### config.mk
export PLATFORM = sky130hd
export DESIGN_NAME = shift_in_rx
export DESIGN_NICKNAME = d
export VERILOG_FILES = /design/src/rtl/shift_in_rx.sv
export SDC_FILE = /design/constraint.sdc
export NUM_CORES = 1
export LEC_CHECK = 0
export BUFFER_PORTS_ARGS = -buffer_cell sky130_fd_sc_hd__buf_4
export CORE_MARGIN = 2
export CORE_UTILIZATION = 45
export CTS_CLUSTER_SIZE = 25
export DETAILED_ROUTE_END_ITERATION = 12
export PLACE_DENSITY_LB_ADDON = 0.08
export SKIP_CTS_REPAIR_TIMING = 1
export SYNTH_ARGS = -nofsm -noshare
export SYNTH_HDL_FRONTEND = slang
export SYNTH_SLANG_ARGS = --single-unit
### constraint.sdc
create_clock -name clk -period 2.9 [get_ports clk]
set_input_delay 0.145 -clock clk [delete_from_list [all_inputs] [get_ports clk]]
set_output_delay 0.145 -clock clk [all_outputs]
set_load 0.01 [all_outputs]
### src/rtl/shift_in_rx.sv
// shift_in_rx: oversampled asynchronous serial receiver (8N1) with a
// single-byte holding register, a framing-error flag and an overrun flag.
//
// state   | meaning
// --------+--------------------------------------------------------------
// S_IDLE  | line idle, waiting for a tick that sees rx_s low
// S_START | counting to mid start bit to confirm it is not a glitch
// S_DATA  | sampling 8 data bits, LSB first, one per OVS ticks
// S_STOP  | sampling the stop bit and loading the holding register
// S_WAIT_HI | stop bit was low (break); wait for the line to return high
module shift_in_rx #(
    parameter int OVS = 16
) (
    input  logic       clk,
    input  logic       rst,
    input  logic       baud_en,
    input  logic       in,
    input  logic       rd,
    output logic [7:0] data,
    output logic       rda,
    output logic       ferr,
    output logic       ovr,
    output logic       busy
);

    localparam int TW = $clog2(OVS);
    localparam logic [TW-1:0] TICK_HALF = TW'(OVS / 2 - 1);
    localparam logic [TW-1:0] TICK_LAST = TW'(OVS - 1);
    localparam logic [TW-1:0] TICK_ONE  = TW'(1);

    typedef enum logic [2:0] {
        S_IDLE,
        S_START,
        S_DATA,
        S_STOP,
        S_WAIT_HI
    } state_t;

    state_t          state_q, state_d;
    logic [TW-1:0]   tick_q, tick_d;
    logic [2:0]      bit_q, bit_d;
    logic [7:0]      shift_q, shift_d;
    logic            sync1_q, sync1_d;
    logic            rx_s_q, rx_s_d;
    logic [7:0]      data_q, data_d;
    logic            rda_q, rda_d;
    logic            ferr_q, ferr_d;
    logic            ovr_q, ovr_d;
    logic            load;

    // Two-flop synchronizer for the asynchronous line; idles high.
    always_comb begin
        sync1_d = in;
        rx_s_d  = sync1_q;
    end

    // Receive sequencer: everything advances only on baud_en ticks.
    always_comb begin
        state_d = state_q;
        tick_d  = tick_q;
        bit_d   = bit_q;
        shift_d = shift_q;
        load    = 1'b0;
        if (baud_en) begin
            case (state_q)
                S_IDLE: begin
                    if (!rx_s_q) begin
                        state_d = S_START;
                        tick_d  = '0;
                    end
                end
                S_START: begin
                    if (tick_q == TICK_HALF) begin
                        tick_d = '0;
                        bit_d  = '0;
                        state_d = rx_s_q ? S_IDLE : S_DATA;
                    end else begin
                        tick_d = tick_q + TICK_ONE;
                    end
                end
                S_DATA: begin
                    if (tick_q == TICK_LAST) begin
                        shift_d = {rx_s_q, shift_q[7:1]};
                        tick_d  = '0;
                        bit_d   = bit_q + 3'd1;
                        if (bit_q == 3'd7) begin
                            state_d = S_STOP;
                        end
                    end else begin
                        tick_d = tick_q + TICK_ONE;
                    end
                end
                S_STOP: begin
                    if (tick_q == TICK_LAST) begin
                        load    = 1'b1;
                        tick_d  = '0;
                        state_d = rx_s_q ? S_IDLE : S_WAIT_HI;
                    end else begin
                        tick_d = tick_q + TICK_ONE;
                    end
                end
                S_WAIT_HI: begin
                    if (rx_s_q) begin
                        state_d = S_IDLE;
                    end
                end
                default: begin
                    state_d = S_IDLE;
                    tick_d  = '0;
                    bit_d   = '0;
                end
            endcase
        end
    end

    // Holding register: a load always beats a concurrent read.
    always_comb begin
        data_d = data_q;
        rda_d  = rda_q;
        ferr_d = ferr_q;
        ovr_d  = ovr_q;
        if (load) begin
            data_d = shift_q;
            rda_d  = 1'b1;
            ferr_d = ~rx_s_q;
            ovr_d  = rda_q & ~rd;
        end else if (rd && rda_q) begin
            rda_d  = 1'b0;
            ferr_d = 1'b0;
            ovr_d  = 1'b0;
        end
    end

    // State and output registers with synchronous reset.
    always_ff @(posedge clk) begin
        if (rst) begin
            state_q <= S_IDLE;
            tick_q  <= '0;
            bit_q   <= '0;
            shift_q <= '0;
            sync1_q <= 1'b1;
            rx_s_q  <= 1'b1;
            data_q  <= '0;
            rda_q   <= 1'b0;
            ferr_q  <= 1'b0;
            ovr_q   <= 1'b0;
        end else begin
            state_q <= state_d;
            tick_q  <= tick_d;
            bit_q   <= bit_d;
            shift_q <= shift_d;
            sync1_q <= sync1_d;
            rx_s_q  <= rx_s_d;
            data_q  <= data_d;
            rda_q   <= rda_d;
            ferr_q  <= ferr_d;
            ovr_q   <= ovr_d;
        end
    end

    assign data = data_q;
    assign rda  = rda_q;
    assign ferr = ferr_q;
    assign ovr  = ovr_q;
    assign busy = (state_q != S_IDLE);

endmodule

==> impl_metrics.json <==
{
  "grt_pass1_wl_mm": 4.17,
  "crit_path_max_fanout": 15,
  "grt_max_degree": 33,
  "fin_util": 0.528,
  "fin_ws_ns": 0.957,
  "drcViolationCount": 0,
  "p_seq_frac": 0.579,
  "viasPerCell": 5.27,
  "gp_congestion": 0.770,
  "finalInstanceArea_sq_mm": 0.00157,
  "p_int_uw": 579,
  "ys_ff_latch": 31,
  "clk_path_buf_depth": 2,
  "tightest_slew_ns": 0.514,
  "powerDensity_mw_per_mm2": 472,
  "finClkSkew_ns": 0.00303,
  "clkLatencyLatePin_ns": 0.32,
  "syn2layout_area_growth_pct": 14.3,
  "peakVddDrop_v": 0.000275,
  "p_clk_frac": 0.387,
  "drtAntennaViolNets": 0,
  "setup_tns_ns": 0,
  "crit_slowest_cell": "dfxtp_1",
  "portBuffers": 16,
  "dieArea_sq_mm": 0.00352,
  "worstPathArrival_ns": 2.17,
  "hold_violations": 0,
  "startpoint_type": "register",
  "clock-root-buffer": "clkbuf_4",
  "p_sw_frac": 0.220,
  "grt_pass1_vias": 911,
  "total_power_uw": 742,
  "combPwrFrac": 0.033,
  "antenna_found_initial": 0,
  "p_leak_nw": 0.593,
  "cts_tree": "built",
  "synth_edf_count": 0,
  "synth_cell_type_count": 34,
  "synthFlopType": "dfxtp_1",
  "syn-cell-area_sq_mm": 0.00138,
  "num_vias": 1023,
  "fin_crit_ns": 1.94,
  "synth_top_area_frac": 0.451,
  "synth_cells": 143,
  "relSlewSlack": 0.657,
  "first_pass_iters": 4,
  "required_ns": 3.13,
  "yosysWarnings": 0,
  "fmax_mhz": 515,
  "seq_area_frac_synth": 0.451,
  "path_cells": "and4b_1 -> and4_4 -> mux2_2 -> and3_1",
  "maxCapViolations": 0,
  "drive_above_1_share": 0.224,
  "slew_violations": 0,
  "cts.htree.levels": 2,
  "dpl.hpwl_mm": 1.63,
  "fin_crit_sh": 0.670,
  "async_reset_ff_frac": 0,
  "critPathCaptureType": "register",
  "io_pins": 17,
  "hp-class": "input port to register",
  "antenna_cells": 0,
  "cts.reportedPaths.clkPinSlew_ns": 0.09,
  "rows": 20,
  "core-area_sq_mm": 0.00298,
  "synthesis.nets": 151,
  "synth.largest_area_cell": "dfxtp_1",
  "cts_made_buffers": 5,
  "grt.overflow.total": 0,
  "initial_core_util": 0.462,
  "p_sw_uw": 163,
  "drt_wl_total_mm": 2.42,
  "rsz0062_at_grt": "false",
  "avgSynthCellArea_sq_um": 9.62,
  "dp_worst_setup_slack_ns": 0.958,
  "yosys-top-cells-area": "dfxtp_1 (45%), mux2i_1 (13%), nor2_1 (7.4%)",
  "placed_area_sq_mm": 0.00149,
  "drt_iter0_drc": 55,
  "clkSinkCount": 31,
  "dieWidth_um": 59.3,
  "nNetsFinal": 168,
  "critPathKind": "register to register",
  "setup_viol": 0,
  "max_stage_delay_ns": 0.65,
  "status": "complete, no violations",
  "wl_per_cell_um": 12.4,
  "grt_usage": 0.161,
  "die_h_um": 59.3
}
==> cell type report <==
cell class | count | area (sq um)
fillers | 296 | 1410
multi-input cells | 98 | 678
flip-flops and latches | 31 | 621
repair buffers | 18 | 138
clock buffers | 7 | 65.1
well taps | 33 | 41.3
inverters | 6 | 22.5
clock inverters | 1 | 7.51
==> metal layers <==
metal,track usage,share of wire,wire length (um),vias to the layer above
li1,-,-,-,539
met1,0.226,0.50,1220,463
met2,0.220,0.43,1050,15
met3,0.0611,0.045,109,6
met4,0.0682,0.017,42,0
met5,0,0,0,-
==> sequential cells by signal (all words and copies together), names as in the netlist <==
name     count
state_q      3
rda          1
tick_q       4
data         8
shift_q      8
rx_s_d       1
bit_q        3
rx_s_q       1
ovr          1
ferr         1
==> final timing paths <==
| kind | start | end | slack, ns | cells past startpoint |
|---|---|---|---|---|
| hold reg to reg | rx_s_d | rx_s_q | 0.42 | 1 |
| setup reg to reg | state_q[1] | ovr | 0.96 | 4 |
| hold / removal | baud_en | tick_q[3] | 0.13 | 3 |
| setup / recovery | state_q[1] | ovr | 0.96 | 4 |
==> power by group through the flow <==
stage	registers [mW]	logic, mW	clock network, mW
floorplan	0.438	0.0158	0
detailed placement	0.440	0.0239	0
global placement	0.440	0.0237	0
finish	0.430	0.0246	0.287
CTS	0.430	0.0240	0.302
global route	0.431	0.0276	0.325
==> cell usage in the layout (no fill, tap or decap), types with 3 or more instances in the layout <==
cell      netlist  layout
buf_4           0      17
nand2_1         4       4
nand4_1         3       3
o21ai_0         3       3
inv_1           6       6
dfxtp_1        31      31
clkbuf_4        0       5
nand2b_1        4       4
mux2i_1        18      18
nor2_1         27      27
a21oi_1         9       9
nor3_1          3       3
ha_1            3       3
==> cells in the mapped netlist (2+ instances only) <==
library cell,instances
dfxtp_1,31
nor2_1,27
mux2i_1,18
a21oi_1,9
inv_1,6
nand2_1,4
nand2b_1,4
buf_6,3
clkbuf_1,3
ha_1,3
nand4_1,3
nor3_1,3
o21ai_0,3
buf_2,2
mux2_2,2
nand3_1,2
or2_2,2
or4_1,2
==> cells by family (layout without fill, tap and decap cells) <==
logic type / Yosys count / count (layout) / share of synthesized area
and+or+nand+nor: 53 / 53 / 0.195
DFF: 31 / 31 / 0.451
muxes: 21 / 21 / 0.158
AOI/OAI and AO/OA: 20 / 20 / 0.101
buffers and inverters: 14 / 32 / 0.0564
adders and majority gates: 3 / 3 / 0.0273
xor gates and xnor gates: 1 / 1 / 0.0118
==> worst max-delay path, delay by kind of cell, from the launching register on <==
kind,cells,cell delay [ns]
muxes,1,0.35
and+or+nand+nor,3,0.84
DFF,1,0.65
==> metrics by stage <==
step | std cells | hold slack (ns)
2_1_floorplan | 143 | 0.249
6_report | 194 | 0.134
3_5_place_dp | 185 | 0.334
5_1_grt | 194 | 0.137
4_1_cts | 193 | -0.0196
3_3_place_gp | 185 | 0.330
No activity file was read; power rests on OpenSTA's default activity.
